**src/rtl/bb_ext_arbiter.sv**
```systemverilog
// Round-robin arbiter sharing the blackbone external bus among NUM_MASTERS requesters.
//
// One access per cycle, fully pipelined. A granted access with m_lock_i set starts a
// locked sequence in which only the owner may be granted. The sequence ends when the
// owner drops its lock, or it is forced to end after MAX_LOCK locked cycles.
// Read data is steered back to the issuing master by a two-stage tag pipeline.
//
// Ports:
//   clk, rst          clock, asynchronous active-high reset
//   m_req_i           per-master access request
//   m_lock_i          per-master lock request, sampled with the granted access
//   m_addr_i          per-master address, master m at [m*ADDR_WIDTH +: ADDR_WIDTH]
//   m_we_i            per-master write enable (1 = write)
//   m_din_i           per-master write data, master m at [m*DATA_WIDTH +: DATA_WIDTH]
//   m_gnt_o           one-hot combinational grant
//   m_rvalid_o        read data valid, one-hot to the issuing master
//   m_rdata_o         shared read data (bus read data passed through)
//   lock_timeout_o    one-cycle pulse on a forced lock release
//   bb_ext_addr_o     registered bus address
//   bb_ext_din_o      registered bus write data
//   bb_ext_en_o       registered bus enable
//   bb_ext_we_o       registered bus write enable
//   bb_ext_dout_i     bus read data, valid one cycle after a read enable
module bb_ext_arbiter #(
    parameter int unsigned NUM_MASTERS = 4,
    parameter int unsigned ADDR_WIDTH  = 16,
    parameter int unsigned DATA_WIDTH  = 16,
    parameter int unsigned MAX_LOCK    = 16
) (
    input  logic                              clk,
    input  logic                              rst,
    input  logic [NUM_MASTERS-1:0]            m_req_i,
    input  logic [NUM_MASTERS-1:0]            m_lock_i,
    input  logic [NUM_MASTERS*ADDR_WIDTH-1:0] m_addr_i,
    input  logic [NUM_MASTERS-1:0]            m_we_i,
    input  logic [NUM_MASTERS*DATA_WIDTH-1:0] m_din_i,
    output logic [NUM_MASTERS-1:0]            m_gnt_o,
    output logic [NUM_MASTERS-1:0]            m_rvalid_o,
    output logic [DATA_WIDTH-1:0]             m_rdata_o,
    output logic                              lock_timeout_o,
    output logic [ADDR_WIDTH-1:0]             bb_ext_addr_o,
    output logic [DATA_WIDTH-1:0]             bb_ext_din_o,
    output logic                              bb_ext_en_o,
    output logic                              bb_ext_we_o,
    input  logic [DATA_WIDTH-1:0]             bb_ext_dout_i
);

    localparam int unsigned IDX_W = (NUM_MASTERS > 1) ? $clog2(NUM_MASTERS) : 1;
    localparam int unsigned CNT_W = (MAX_LOCK > 1) ? $clog2(MAX_LOCK) : 1;

    typedef enum logic [0:0] {StArb, StLocked} state_e;

    state_e             state_q, state_d;
    logic [IDX_W-1:0]   ptr_q, ptr_d;
    logic [IDX_W-1:0]   owner_q, owner_d;
    logic [CNT_W-1:0]   cnt_q, cnt_d;
    logic               timeout_q, timeout_d;

    logic [IDX_W-1:0]   win_idx;
    logic [IDX_W-1:0]   cand_idx;
    logic               win_found;
    logic [IDX_W-1:0]   sel_idx;
    logic               gnt_any;
    logic               sel_we;
    logic [ADDR_WIDTH-1:0] sel_addr;
    logic [DATA_WIDTH-1:0] sel_din;

    logic [ADDR_WIDTH-1:0] addr_q;
    logic [DATA_WIDTH-1:0] din_q;
    logic                  en_q;
    logic                  we_q;

    // Read tag pipeline: stage 1 lines up with the bus issue, stage 2 with the read data.
    logic               tag1_vld_q, tag2_vld_q;
    logic [IDX_W-1:0]   tag1_idx_q, tag2_idx_q;

    function automatic logic [IDX_W-1:0] next_idx(input logic [IDX_W-1:0] idx);
        if (idx == IDX_W'(NUM_MASTERS - 1)) begin
            return '0;
        end
        return idx + IDX_W'(1);
    endfunction

    // First requester at or after the pointer, wrapping around.
    always_comb begin
        win_found = 1'b0;
        win_idx   = '0;
        cand_idx  = '0;
        for (int i = 0; i < int'(NUM_MASTERS); i++) begin
            cand_idx = IDX_W'((int'(ptr_q) + i) % int'(NUM_MASTERS));
            if (!win_found && m_req_i[cand_idx]) begin
                win_found = 1'b1;
                win_idx   = cand_idx;
            end
        end
    end

    always_comb begin
        sel_idx  = (state_q == StLocked) ? owner_q : win_idx;
        gnt_any  = (state_q == StLocked) ? m_req_i[owner_q] : win_found;
        sel_we   = m_we_i[sel_idx];
        sel_addr = m_addr_i[sel_idx*ADDR_WIDTH +: ADDR_WIDTH];
        sel_din  = m_din_i[sel_idx*DATA_WIDTH +: DATA_WIDTH];
        m_gnt_o  = '0;
        if (gnt_any && !rst) begin
            m_gnt_o[sel_idx] = 1'b1;
        end
    end

    always_comb begin
        state_d   = state_q;
        ptr_d     = ptr_q;
        owner_d   = owner_q;
        cnt_d     = cnt_q;
        timeout_d = 1'b0;
        unique case (state_q)
            StArb: begin
                if (gnt_any) begin
                    if (m_lock_i[win_idx]) begin
                        // Pointer stays put; it advances past the owner on release.
                        state_d = StLocked;
                        owner_d = win_idx;
                        cnt_d   = '0;
                    end else begin
                        ptr_d = next_idx(win_idx);
                    end
                end
            end
            StLocked: begin
                cnt_d = cnt_q + CNT_W'(1);
                // Lock low ends the sequence whether or not the owner is requesting; a
                // voluntary release takes precedence over the timeout.
                if (!m_lock_i[owner_q]) begin
                    state_d = StArb;
                    ptr_d   = next_idx(owner_q);
                    cnt_d   = '0;
                end else if (cnt_q == CNT_W'(MAX_LOCK - 1)) begin
                    state_d   = StArb;
                    ptr_d     = next_idx(owner_q);
                    cnt_d     = '0;
                    timeout_d = 1'b1;
                end
            end
            default: begin
                state_d = StArb;
            end
        endcase
    end

    always_ff @(posedge clk or posedge rst) begin
        if (rst) begin
            state_q   <= StArb;
            ptr_q     <= '0;
            owner_q   <= '0;
            cnt_q     <= '0;
            timeout_q <= 1'b0;
        end else begin
            state_q   <= state_d;
            ptr_q     <= ptr_d;
            owner_q   <= owner_d;
            cnt_q     <= cnt_d;
            timeout_q <= timeout_d;
        end
    end

    always_ff @(posedge clk or posedge rst) begin
        if (rst) begin
            addr_q     <= '0;
            din_q      <= '0;
            en_q       <= 1'b0;
            we_q       <= 1'b0;
            tag1_vld_q <= 1'b0;
            tag1_idx_q <= '0;
            tag2_vld_q <= 1'b0;
            tag2_idx_q <= '0;
        end else begin
            en_q <= gnt_any;
            if (gnt_any) begin
                addr_q <= sel_addr;
                din_q  <= sel_din;
                we_q   <= sel_we;
            end
            tag1_vld_q <= gnt_any && !sel_we;
            tag1_idx_q <= sel_idx;
            tag2_vld_q <= tag1_vld_q;
            tag2_idx_q <= tag1_idx_q;
        end
    end

    always_comb begin
        m_rvalid_o = '0;
        if (tag2_vld_q) begin
            m_rvalid_o[tag2_idx_q] = 1'b1;
        end
    end

    assign m_rdata_o      = bb_ext_dout_i;
    assign lock_timeout_o = timeout_q;
    assign bb_ext_addr_o  = addr_q;
    assign bb_ext_din_o   = din_q;
    assign bb_ext_en_o    = en_q;
    assign bb_ext_we_o    = we_q;

endmodule
```
**config.mk**
```make
export PLATFORM = sky130hd
export DESIGN_NAME = bb_ext_arbiter
export DESIGN_NICKNAME = d
export VERILOG_FILES = /design/src/rtl/bb_ext_arbiter.sv
export SDC_FILE = /design/constraint.sdc
export NUM_CORES = 1
export LEC_CHECK = 0
export BUFFER_PORTS_ARGS = -buffer_cell sky130_fd_sc_hd__buf_2
export CAP_MARGIN = 30
export CELL_PAD_IN_SITES_DETAIL_PLACEMENT = 0
export CELL_PAD_IN_SITES_GLOBAL_PLACEMENT = 2
export CORE_ASPECT_RATIO = 2
export CORE_MARGIN = 2
export CORE_UTILIZATION = 28
export DETAILED_ROUTE_END_ITERATION = 8
export PLACE_DENSITY = 0.9
export SYNTH_ARGS = -nofsm -noshare
export SYNTH_HDL_FRONTEND = slang
export SYNTH_SLANG_ARGS = --single-unit
```
**constraint.sdc**
```tcl
create_clock -name clk -period 5.97 [get_ports clk]
set_input_delay 1.4925 -clock clk [delete_from_list [all_inputs] [get_ports clk]]
set_output_delay 1.4925 -clock clk [all_outputs]
set_load 0.02 [all_outputs]
```
== Word-level counts from Yosys, hierarchy flattened ==
Index checks and enable logic that the tools add are counted.
Word-level totals
  register bits: 50
  output and inout port bits: 59
  word-level logic and storage cells: 119
Operators by class
  $add $sub $neg: 6
  magnitude comparators: 10
  eq/ne operators: 7
  shift-type cells: 2
  muxes and demuxes: 65
  bitwise operators: 1
  reduce and logical (&&, ||, !) cells: 15
Operators by type and width (number)
  $shiftx A64 B7 Y16: 2
  $mux W1: 32
  $mux W2: 14
  $lt A2 B3 Y1 const B: 8
  $mux W4: 6
  $bmux W1 S2: 8
  $pmux W4 S2: 1
  $logic_and A1 B1 Y1: 7
  $add A2 B1 Y2 const B: 3
  $ne A2 B2 Y1 const B: 3
  $reduce_and A3 Y1: 2
  $logic_not A1 Y1: 5
  $add A2 B2 Y2 const B: 2
  $add A4 B1 Y4 const B: 1
  $demux W1 S2: 2
  $eq A2 B2 Y1 const B: 2
  $eq A4 B4 Y1 const B: 1
  $ge A2 B1 Y1 const B: 2
  $pmux W2 S2: 1
  $ne A3 B2 Y1 const B: 1
  $pmux W1 S2: 1
  $reduce_and A2 Y1: 1
  $not A1 Y1: 1

== Longest topological paths before layout ==
  depth after elaboration: 21
  gate-level depth with buffers: 11

== Worst setup path before layout ==
OpenSTA, ideal clock, no wires.
  path kind: input -> output
  from: input port m_req_i[2]
  to: output port m_gnt_o[0]
  arrival: 3.147 ns
  data required time: 4.478 ns
  path slack: 1.331 ns
  cell stages on the path: 8
  buffers on the path: 3
  path through: buf_6 > nor2b_4 > a221o_1 > nand2_2 > buf_2 > buf_2 > a31oi_1 > nor3_1
Between the ends
  longest elaborated chain between the ends: 18
  elaborated cells between the ends (all ways): 33
  those cells by class: order compare: 2; mux: 23; reduce/logical: 8
RTL lines
  start: declaration: line 32  | input logic [NUM_MASTERS-1:0] m_req_i,
  $bmux W1 S2: line 91  | if (!win_found && m_req_i[cand_idx]) begin
  $mux W1 (implied by the code): line 91
  $mux W1: line 91
  $logic_not A1 Y1: line 91
  $logic_and A1 B1 Y1: line 91
  $mux W1: line 91
  $logic_not A1 Y1: line 91
  $logic_and A1 B1 Y1: line 91
  [2 not listed]
  $logic_and A1 B1 Y1: line 91
  $mux W2: line 91
  $mux W2: line 99  | sel_idx = (state_q == StLocked) ? owner_q : win_idx;
  $lt A2 B3 Y1 (implied by the code) or $ge A2 B1 Y1 (tied branches): line 106  | m_gnt_o[sel_idx] = 1'b1;
  $logic_and A1 B1 Y1 (implied by the code): line 106
  $mux W1 (implied by the code): line 106
  $demux W1 S2: line 106
  $mux W4 (*): line 105  | if (gnt_any && !rst) begin
  end: declaration: line 37  | output logic [NUM_MASTERS-1:0] m_gnt_o,
Mark *: on every way between the ends. The rest lies on a longest branch, timed or not. The select of a mux whose other input is x is not followed.

== Worst setup path after layout ==
  from: input port m_req_i[0]
  to: output port m_gnt_o[2]
Same word-level chain as after synthesis.

==> results.md <==
- Fmax: 0.207 GHz
- Fin crit share: 0.809
- Worst-Margin Slew: 1.01 ns
- PnR worst setup slack: around 1.1 ns
- Pre-CTS setup slack: 1.16 ns
- Core area: 15300 sq um
- Overall global routing resource usage: 0.194
- Post-cts gate resize count: 0
- Sequential share of the synthesized area: 0.285
- Std-Cell Rows: 64
- CTS Buf Count: 5
- Synth warn: 0
- # port buffers: 184
- Asr flop ratio synth: 1.00
- Cell variety after synth: 55
- DR iter-0 viols: 328
- Outcome: finished, final reports clean
- H-tree levels: 2
- Antenna diode instance count: 0
- CTS tree: yes
- Fillers: 1585
- Post-CTS Setup Repair Bufs: 0
- Area contributors post-synth: dfrtp_1 (28%), mux4_2 (9.7%), mux2i_1 (6.8%)
- Count leader, synth: nand2_1
- First-pass GRT wire length: 25.4 mm
- Initial antenna violation count: 0
- CP Capture Type: primary output
- Largest net degree at the start of global routing: 51
- Drt total wl: about 17 mm
- EDFF count, synth: 0
- Vias in the first global route: 4870
- IO Pins: 217
- Biggest area consumer among synthesized cells: dfrtp_1
- Startpoint types: primary input
- Slew HR: 0.321
- Post-synth top flop: dfrtp_1
- Syn Std Cell Area: 4400 sq um
- Global placer's final weighted congestion: 0.831
- CP Class: in -> out
- Final hold vios: 0
- Via density: ~5.6
- Clk_skew: 0.00344 ns
- RSZ-0062 raised after global routing: no
- Clock tree sinks: 50
- Synthesized Nets: between 600 and 700
- Pwr Density: 516 nW/um^2
- Post-synthesis register bit count: 50
- Die Area: 16800 sq um
- Minimum clock period: between 4 and 5 ns
- TNS Setup: 0 ns
- Initial Utilization: 0.287
- # DRC: 0
- Post-CTS Hold Buffers: 0
- Largest fanout on the critical path: 33
- GRT overflow: 0
- Post-synth top area share: 0.285
- Worst path arrival time: around 3.3 ns
- Total Nets Final: 804
- Worst-path clk slew: ~0.070 ns
- Final antenna-violating net count: 0
- Worst skew pair latency: 0.30 ns
- Mapped Cells: between 500 and 600
- Pins Over Slew Limit: 0
- Setup violations, final: 0
- Req. time, crit path: between 4 and 5 ns
- Avg Cell Area, Syn: 8.74 sq um
- Leak: 2.52 nW
- DRT Pass-1 Iters: 5
- Hpwl dp: around 12 mm
- Layout-stage area growth over the synthesis result: 24.0%
- Via count: 4723
- VDD IR-drop max: 192 uV
- Root Buffer: clkbuf_16
- Die Y: 181 um
- Maxcap violations: 0
- WL/cell: 19.8 um
- Share of layout cells above drive strength 1: 0.388
- Die X: 92.6 um
- Clk buf depth: 2
- Synth top cells by count: nand2_1 (71), dfrtp_1 (50), a21oi_1 (46)
- Worst hold-check path type: reg -> reg
## layout by cell type (no fill, tap or decap), types with 2 or more instances in the layout
master / synthesis / routed
nor3_1: 5 / 5
inv_1: 7 / 6
nand3_1: 7 / 7
and3_1: 12 / 12
o22ai_1: 14 / 14
nor2_1: 38 / 38
a221o_1: 13 / 13
inv_2: 3 / 4
a221oi_1: 14 / 14
or2b_1: 2 / 2
a21oi_1: 46 / 46
o21ai_0: 25 / 24
a2bb2oi_1: 9 / 9
a31oi_1: 7 / 7
nand2b_1: 2 / 2
a211oi_1: 9 / 9
clkbuf_16: 0 / 5
ha_1: 3 / 3
buf_4: 19 / 10
mux4_2: 19 / 19
a311o_1: 9 / 9
dfrtp_1: 50 / 48
mux2_2: 13 / 13
nor2b_1: 2 / 2
buf_2: 14 / 184
nand2_1: 71 / 71
dfrtp_2: 0 / 2
and2_1: 3 / 3
nand2_2: 2 / 2
mux2i_1: 30 / 30
o21bai_1: 2 / 2
o211ai_1: 3 / 3
## metal layers
metal | GRT usage | share of wire | up-vias
li1 | - | - | 2157
met1 | 0.208 | 0.35 | 2283
met2 | 0.371 | 0.56 | 238
met3 | 0.0183 | 0.057 | 45
met4 | 0.0901 | 0.036 | 0
met5 | 0 | 0 | -
## sequential cells by signal (all words and copies together), names as in the netlist, 2 cells and up
| signal | flops |
|---|---|
| bb_ext_addr_o | 16 |
| bb_ext_din_o | 16 |
| tag2_idx_q | 2 |
| ptr_q | 2 |
| owner_q | 2 |
| tag1_idx_q | 2 |
| cnt_q | 4 |
## final timing paths
check                           slack (ns)                 start  cells after the start                     endpoint
worst max-delay path                  1.14            m_req_i[0]                     10                   m_gnt_o[2]
worst min-delay path                  0.35  tag1_vld_q$_DFF_PP0_                      0         tag2_vld_q$_DFF_PP0_
worst max register to register        3.12  ptr_q[1]$_DFFE_PP0P_                      9       owner_q[1]$_DFFE_PP0P_
worst min register to register        0.35  tag1_vld_q$_DFF_PP0_                      0         tag2_vld_q$_DFF_PP0_
max in group asynchronous             3.99                   rst                      3       owner_q[1]$_DFFE_PP0P_
min in group asynchronous             1.49                   rst                      3  bb_ext_din_o[6]$_DFFE_PP0N_
## cell families (layout without fill, tap and decap cells)
group,Yosys count,count (layout),share of synthesized area
flops,50,50,0.285
simple gates,152,152,0.156
fa+ha+maj,3,3,0.00854
buf+inv,71,212,0.0860
compound gates,163,163,0.257
mux,64,64,0.208
## stage by stage
stage / total power, mW / utilization / instance area, sq um / instances / hold WS [ns]
finish: 2.81 / 0.356 / 5450 / 842 / 0.349
CTS: 2.83 / 0.356 / 5450 / 842 / 0.345
detailed placement: 2.52 / 0.347 / 5300 / 834 / 0.335
global placement: 2.47 / 0.346 / 5300 / 833 / 0.333
floorplan: 2.00 / - / 4400 / 503 / 0.331
global route: 3.02 / 0.356 / 5450 / 842 / 0.357
## power breakdown
part | switching [mW] | internal (mW) | total, mW
clock network | 0.145 | 0.156 | 0.301
logic | 1.06 | 0.747 | 1.81
registers | 0.189 | 0.513 | 0.703
total | 1.40 | 1.42 | 2.81
## layout make-up
cell class                 count  area [sq um]  share of cell area
sequential                    50          1250               0.230
timing repair buffer         194           996               0.183
multi-input combinational    382          2770               0.508
tap                          198           248              0.0455
clock inverter                 3          21.3             0.00390
clock buffer                   5           125              0.0230
inverter                      10          37.5             0.00689
## worst max-delay path: stages
cell and delay [ns]:
buf_2 0.15, or2b_1 0.26, a21oi_1 0.19, or3_2 0.17
buf_4 0.37, inv_1 0.10, nor3_1 0.18, a31oi_1 0.06
nor3_1 0.14, buf_2 0.21
(Power assumes the default switching activity.)
